--- src/rtl/dec_pkg.sv ---
// Shared types and helpers for the dec_nx_scan one-hot decoder.
// Optional wrap pulse output is enabled by defining DEC_WRAP_EN.
package dec_pkg;

  typedef enum logic [1:0] {
    DEC_OFF,
    DEC_DIRECT,
    DEC_SCAN
  } dec_state_t;

  localparam logic DEC_M_DIRECT = 1'b0;
  localparam logic DEC_M_SCAN   = 1'b1;

  function automatic int dec_cnt_w(input int dwell);
    return (dwell <= 1) ? 1 : $clog2(dwell);
  endfunction

endpackage

--- src/rtl/dec_onehot.sv ---
// Combinational index to one-hot decode with an enable gate.
// The caller registers the result.
module dec_onehot #(
  parameter int SEL_W = 2,
  localparam int N    = 2 ** SEL_W
) (
  input  logic [SEL_W-1:0] idx_i,
  input  logic             en_i,
  output logic [N-1:0]     oh_o
);

  always_comb begin
    oh_o = '0;
    if (en_i) oh_o[idx_i] = 1'b1;
  end

endmodule

--- src/rtl/dec_nx_scan.sv ---
// Registered SEL_W-to-2^SEL_W one-hot decoder with DIRECT and SCAN modes.
// Define DEC_WRAP_EN to get the wrap pulse port.
module dec_nx_scan
  import dec_pkg::*;
#(
  parameter int SEL_W = 2,
  parameter int DWELL = 1,
  localparam int N    = 2 ** SEL_W
) (
  input  logic             clk,
  input  logic             rst,
  input  logic             e,
  input  logic             m,
  input  logic [SEL_W-1:0] s,
  output logic [N-1:0]     o,
  output logic [SEL_W-1:0] idx
`ifdef DEC_WRAP_EN
  ,
  output logic             wrap
`endif
);

  localparam int CW = dec_cnt_w(DWELL);
  localparam logic [CW-1:0] CNT_LAST = CW'(DWELL - 1);
  localparam logic [SEL_W-1:0] IDX_LAST = {SEL_W{1'b1}};

  dec_state_t       state_q, state_d;
  logic [SEL_W-1:0] idx_q, idx_d;
  logic [CW-1:0]    cnt_q, cnt_d;
  logic [N-1:0]     o_q, oh_d;
  logic             adv;

  always_comb begin
    if (!e)                     state_d = DEC_OFF;
    else if (m == DEC_M_DIRECT) state_d = DEC_DIRECT;
    else                        state_d = DEC_SCAN;
  end

  always_comb begin
    idx_d = idx_q;
    cnt_d = '0;
    adv   = 1'b0;
    unique case (state_d)
      DEC_OFF:    idx_d = idx_q;
      DEC_DIRECT: idx_d = s;
      DEC_SCAN: begin
        // Entering SCAN always restarts from s with a fresh dwell.
        if (state_q != DEC_SCAN) begin
          idx_d = s;
        end else if (cnt_q == CNT_LAST) begin
          adv   = 1'b1;
          idx_d = idx_q + SEL_W'(1);
        end else begin
          cnt_d = cnt_q + CW'(1);
        end
      end
      default: idx_d = idx_q;
    endcase
  end

  dec_onehot #(.SEL_W(SEL_W)) u_onehot (
    .idx_i (idx_d),
    .en_i  (state_d != DEC_OFF),
    .oh_o  (oh_d)
  );

  always_ff @(posedge clk) begin
    if (rst) begin
      state_q <= DEC_OFF;
      idx_q   <= '0;
      cnt_q   <= '0;
      o_q     <= '0;
    end else begin
      state_q <= state_d;
      idx_q   <= idx_d;
      cnt_q   <= cnt_d;
      o_q     <= oh_d;
    end
  end

  assign o   = o_q;
  assign idx = idx_q;

`ifdef DEC_WRAP_EN
  logic wrap_q;

  always_ff @(posedge clk) begin
    if (rst) wrap_q <= 1'b0;
    else     wrap_q <= adv && (idx_q == IDX_LAST);
  end

  assign wrap = wrap_q;
`else
  logic unused_adv;
  assign unused_adv = adv ^ (IDX_LAST == '0);
`endif

endmodule

--- config.mk ---
export PLATFORM = sky130hd
export DESIGN_NAME = dec_nx_scan
export DESIGN_NICKNAME = d
export VERILOG_FILES = /design/src/rtl/dec_pkg.sv /design/src/rtl/dec_onehot.sv /design/src/rtl/dec_nx_scan.sv
export SDC_FILE = /design/constraint.sdc
export NUM_CORES = 1
export LEC_CHECK = 0
export CELL_PAD_IN_SITES_DETAIL_PLACEMENT = 0
export CELL_PAD_IN_SITES_GLOBAL_PLACEMENT = 1
export CORE_AREA = 2 2 39 41
export CTS_BUF_LIST = sky130_fd_sc_hd__clkbuf_2
export CTS_CLUSTER_DIAMETER = 100
export DETAILED_ROUTE_END_ITERATION = 10
export DIE_AREA = 0 0 41 43
export PLACE_DENSITY = 0.7
export SKIP_CTS_REPAIR_TIMING = 1
export SYNTH_ARGS = -nofsm -noshare
export SYNTH_HDL_FRONTEND = slang
export SYNTH_HIERARCHICAL = 1
export SYNTH_SLANG_ARGS = --single-unit
export TNS_END_PERCENT = 100
--- constraint.sdc ---
create_clock -name clk -period 1.9 [get_ports clk]
set_clock_uncertainty 0.15 [all_clocks]
set_input_delay 0.19 -clock clk [delete_from_list [all_inputs] [get_ports clk]]
set_output_delay 0.19 -clock clk [all_outputs]
set_load 0.02 [all_outputs]
==> results of run 1 <==
per-layer routing:
metal,up-vias,part of all wire
met4,0,0.043
met1,144,0.49
met3,4,0.047
li1,175,-
met2,11,0.42
met5,-,0
worst reg2reg max path, delay by kind of cell (launching register included):
family                 cells  cell delay [ns]
AO/OA/AOI/OAI              1             0.08
flip-flops                 1             0.41
AND/OR/NAND/NOR            4             0.70
buffers and inverters      2             0.27
synth_stat cells, types with 2 or more instances:
cell type,instances
and3b_1,2
dfxtp_1,9
inv_1,4
nor2_1,2
nor2b_1,5
o21ai_1,2
power groups by stage:
stage                     logic [mW]  clock network [mW]  registers (mW)
final                         0.0814               0.123           0.202
after global routing          0.0902               0.140           0.203
after CTS                     0.0824               0.130           0.202
after detailed placement      0.0820                   0           0.207
after global placement        0.0818                   0           0.206
after floorplan               0.0304                   0           0.214
sequential cells by signal, indices dropped and copies added (netlist names):
name	count
o	4
idx	2
cnt_q	1
state_q	2
logic make-up (layout without fill, tap and decap cells):
family	Yosys count	count (layout)	synth area share
AO/OA/AOI/OAI	6	6	0.129
buffers and inverters	5	27	0.0470
multiplexers	1	1	0.0376
flip-flops	9	9	0.451
AND/OR/NAND/NOR	16	16	0.326
other	1	1	0.00940
through the flow:
step | hold WS, ns | setup TNS (ns)
detailed placement | 0.396 | -0.196
floorplan | 0.109 | 0
global placement | 0.388 | -0.150
global route | 0.444 | 0
finish | 0.401 | 0
CTS | 0.408 | 0
path summary, 6_finish.rpt:
check	start	end	slack, ns	cells after the start
setup reg to reg	idx[0]	o[0]	0.23	7
hold / removal	idx[1]	idx[1]	0.40	2
setup / recovery	m	o[1]	0.23	6
hold reg to reg	idx[1]	idx[1]	0.40	2
area by class of cell:
class / instances / area share
multi-input cells: 24 / 0.331
clock inverters: 1 / 0.00826
flip-flops and latches: 9 / 0.298
clock buffers: 3 / 0.0248
well taps: 16 / 0.0331
inverters: 4 / 0.0248
repair buffers: 19 / 0.281
==> run_results.csv, run 1 <==
group,metric,value,unit
layout,layout_commonest_cell,"clkdlybuf4s50_1",
grt,grt-ovfl-total,0,
detailed_routing,drt_iter0_markers,0,
critical_path,path_cells,"clkdlybuf4s50_1 -> nand3b_4 -> mux2_4 -> a22o_1 -> and3b_1 -> nor2b_1",
synthesis,synth_top_cell_by_area,"dfxtp_1",
cts,cts.sinks,9,
sta,period_needed,1.67,ns
detailed_routing,via_count,334,
critical_path,crit_arrival,1.67,ns
cts,clockBufferDepth,2,
sta,setup_ws,0.232,ns
sta,max_freq,0.600,GHz
critical_path,crit_slowest_cell,"clkdlybuf4s50_1",
sta,rsz0062_at_grt,"no",
grt,grt_first_pass_wirelength,1.36,mm
detailed_routing,wire_per_inst,9.57,um
cts,cts_tree,"built",
sta,slew_violations,0,
placed_design,post_dp_cell_area,586,um2
layout,multi_input_area,200,um2
hold_path,hold_class,"reg2reg",
layout,n_antenna_cell,0,
power,p_int,0.293,mW
layout,drive_above_1_share,0.300,
floorplanning,io-pin-count,12,
sta,finalCritPeriodShare,0.878,
sta,hold_viol,0,
cts,root_buffer,"clkbuf_2",
synthesis,avgSynthCellArea,10.5,um2
placed_design,portBuffers,11,
critical_path,crit_path_max_incr_delay,0.52,ns
synthesis,ys_top_cells_by_area,"dfxtp_1 45%, nor2b_1 7.8%, nand3b_4 5.0%",
grt,grt_max_degree,9,
critical_path,crit_family,"buffers and inverters",
floorplanning,die_w,41,um
floorplanning,row_count,14,
layout,fill_cells,151,
detailed_routing,viasPerCell,4.39,
cts,numCtsBuffers,3,
synthesis,yosys.area.top_type_share,0.451,
layout,register_area,180,um2
grt,grtUsageMet1,0.156,
synthesis,synthCells,38,
power,power.share.switching,0.280,
floorplanning,core,0.00138,mm2
placed_design,gp_congestion,0.748,
sta,setup_viol,0,
detailed_routing,drc,0,
layout,layout_common_cells,"11 x clkdlybuf4s50_1, 9 x dfxtp_1, 8 x buf_4",
synthesis,synth_edf_count,0,
cts,cts.clk_slew.worst_paths,0.11,ns
synthesis,synth.distinct_cells,20,
detailed_routing,firstDrtPassIters,1,
run_status,outcome,"finished clean",
grt,track_usage,0.120,
layout,syn_to_final_growth,51.7,%
synthesis,yosysSeqAreaShare,0.451,
floorplanning,die_y,43,um
synthesis,yosys_warnings,6,
layout,design_area,606,um2
power,ir_drop,271,uV
cts,h-tree-depth,1,
floorplanning,start_util,0.288,
floorplanning,die-area,0.00176,mm2
grt,antenna_found_initial,0,
power,pwr-share-clk,0.303,
power,p_leak,0.278,nW
placed_design,dp_hpwl,568,um
synthesis,synthFlopType,"dfxtp_1",
grt,use_met3,0.0471,
layout,layout.nets,67,
power,power,0.407,mW
power,p_comb_frac,0.200,
placed_design,place_ws,-0.0623,ns
critical_path,start_kind,"input port",
detailed_routing,finalWirelength,727,um
layout,fin_util,0.438,
critical_path,worstPathRequired,1.90,ns
power,p_per_area,672,mW/mm2
grt,grt_pass1_vias,329,
layout,final_cell_count_no_fill,76,
placed_design,dp_cells,72,
synthesis,syn_area,399,um2
cts,clk_latency,0.26,ns
run,drv_cap,0,
critical_path,path_buf_inv,1,
detailed_routing,drtAntennaViolNets,0,
grt,gr-usage-met2,0.147,
grt,top_usage_layer,"met1",
synthesis,async_reset_ff_frac,0,
power,p_seq_frac,0.496,
critical_path,crit_path_end_kind,"register",
synthesis,synth_seq_cells,9,
synthesis,synth_fp_nets,44,
critical_path,path_class,"in2reg",
critical_path,critPathMaxFanout,5,
power,p_switching,0.114,mW
Note: power is estimated with default switching activity, not from simulation.
==> run 2: changes to the inputs <==
- HOLD_SLACK_MARGIN: default -> 0.15
==> results of run 2 <==
Final layout, timing and power as in run 1 (identical DEF).
==> run 3: changes to the inputs <==
- clock period: 1.9 -> 1.8 ns (I/O delays scaled with it)
==> run 3 against run 2 <==
  * Clock power rose by 4%
  * Hold slack better by 0.011 ns
  * Final cell count rose by 1.3%
  * Combinational power grew 8.7%
  * Critical path depth increased by 2
  * Non-clock buffer count increased by 1
  * Largest cell class unchanged
==> run_results.csv, run 3 (synthesis results as in run 1) <==
group,metric,value,unit
run_status,outcome,"finished clean",
detailed_routing,drtAntennaViolNets,0,
sta,rsz0062_at_grt,"no",
grt,grt_pass1_vias,308,
critical_path,worstPathRequired,1.84,ns
detailed_routing,via_count,332,
critical_path,crit_arrival,1.73,ns
floorplanning,die_y,43,um
layout,largest_reg_flops,4,
detailed_routing,wire_per_inst,9.09,um
run,drv_cap,0,
sta,setup_ws,0.116,ns
detailed_routing,finalWirelength,700,um
critical_path,critPathMaxFanout,5,
detailed_routing,firstDrtPassIters,2,
critical_path,crit_start,"m",
critical_path,start_kind,"input port",
cts,cts.clk_slew.worst_paths,0.11,ns
critical_path,path_cells,"clkdlybuf4s50_1 -> nand3b_4 -> nor4b_2 -> a211oi_1 -> buf_4 -> buf_4 -> nor3b_2 -> nor2b_1",
layout,n_antenna_cell,0,
sta,setup_viol,0,
layout,layout.nets,68,
floorplanning,start_util,0.288,
cts,cts_tree,"built",
critical_path,crit_path_end_kind,"register",
sta,period_needed,1.68,ns
cts,numCtsBuffers,3,
critical_path,cp_common_cell,"buf_4",
grt,grt_max_degree,9,
critical_path,path_class,"in2reg",
hold_path,hold_start,"idx[1]",
grt,grt_first_pass_wirelength,1.25,mm
cts,clockBufferDepth,2,
critical_path,crit_path_max_incr_delay,0.52,ns
placed_design,gp_congestion,0.698,
grt,grt-ovfl-total,0,
power,power,0.429,mW
layout,final_cell_count_no_fill,77,
placed_design,portBuffers,11,
layout,syn_to_final_growth,53.6,%
placed_design,post_dp_cell_area,593,um2
layout,design_area,613,um2
sta,hold_viol,0,
sta,hold_ws,0.413,ns
power,p_leak,0.283,nW
cts,clk_latency,0.24,ns
power,p_per_area,700,mW/mm2
hold_path,hold_class,"reg2reg",
placed_design,dp_cells,73,
floorplanning,core,0.00138,mm2
floorplanning,die_w,41,um
floorplanning,io-pin-count,12,
layout,fill_cells,149,
grt,track_usage,0.113,
floorplanning,row_count,14,
grt,antenna_found_initial,0,
layout,layout_commonest_cell,"clkdlybuf4s50_1",
power,ir_drop,383,uV
cts,root_buffer,"clkbuf_2",
critical_path,r2r_start,"state_q[0]",
sta,setup-tns-final,0,ns
cts,h-tree-depth,1,
sta,max_freq,0.594,GHz
detailed_routing,drc,0,
placed_design,dp_hpwl,574,um
critical_path,crit_slowest_cell,"clkdlybuf4s50_1",
floorplanning,die-area,0.00176,mm2
layout,layout_common_cells,"11 x clkdlybuf4s50_1, 9 x dfxtp_1, 9 x buf_4",
layout,fin_util,0.443,
detailed_routing,viasPerCell,4.31,
cts,cts.sinks,9,
layout,drive_above_1_share,0.311,
detailed_routing,drt_iter0_markers,4,
sta,slew_violations,0,
placed_design,place_ws,-0.161,ns
sta,finalCritPeriodShare,0.935,
[run 3: cell count changes in the layout (fill, tap and decap cells not counted)]
cell,delta
buf_4,+1
[run 3: final cells by class]
type,instances,area (um2),area share
clock buffer,3,15.0,0.0245
multi-input combinational,24,200,0.327
timing repair buffer,20,178,0.290
clock inverter,1,5.00,0.00816
sequential,9,180,0.294
tap,16,20.0,0.0327
inverter,4,15.0,0.0245
[run 3: path summary, 6_finish.rpt]
check | to | slack, ns | depth (start not counted)
setup / recovery | o[0] | 0.12 | 8
hold / removal | idx[1] | 0.41 | 2
setup reg to reg | o[0] | 0.20 | 7
hold reg to reg | idx[1] | 0.41 | 2
[run 3: worst max-delay path: cells and delay by family]
kind / cells / cell delay (ns)
AOI/OAI and AO/OA: 1 / 0.09
buffers and inverters: 3 / 0.79
and+or+nand+nor: 4 / 0.66
[run 3: routing by layer]
metal | wire [um] | share of wire | track usage
met3 | 35 | 0.050 | 0.0471
met1 | 347 | 0.50 | 0.146
met2 | 297 | 0.42 | 0.134
met4 | 19 | 0.027 | 0.100
met5 | 0 | 0 | 0
[run 3: power by group]
part / total (mW) / leakage [nW] / switching, mW / internal, mW
Clock: 0.128 / 0.0164 / 0.0781 / 0.0504
Sequential: 0.212 / 0.0740 / 0.00391 / 0.209
Combinational: 0.0885 / 0.193 / 0.0362 / 0.0523
Total: 0.429 / 0.283 / 0.118 / 0.311
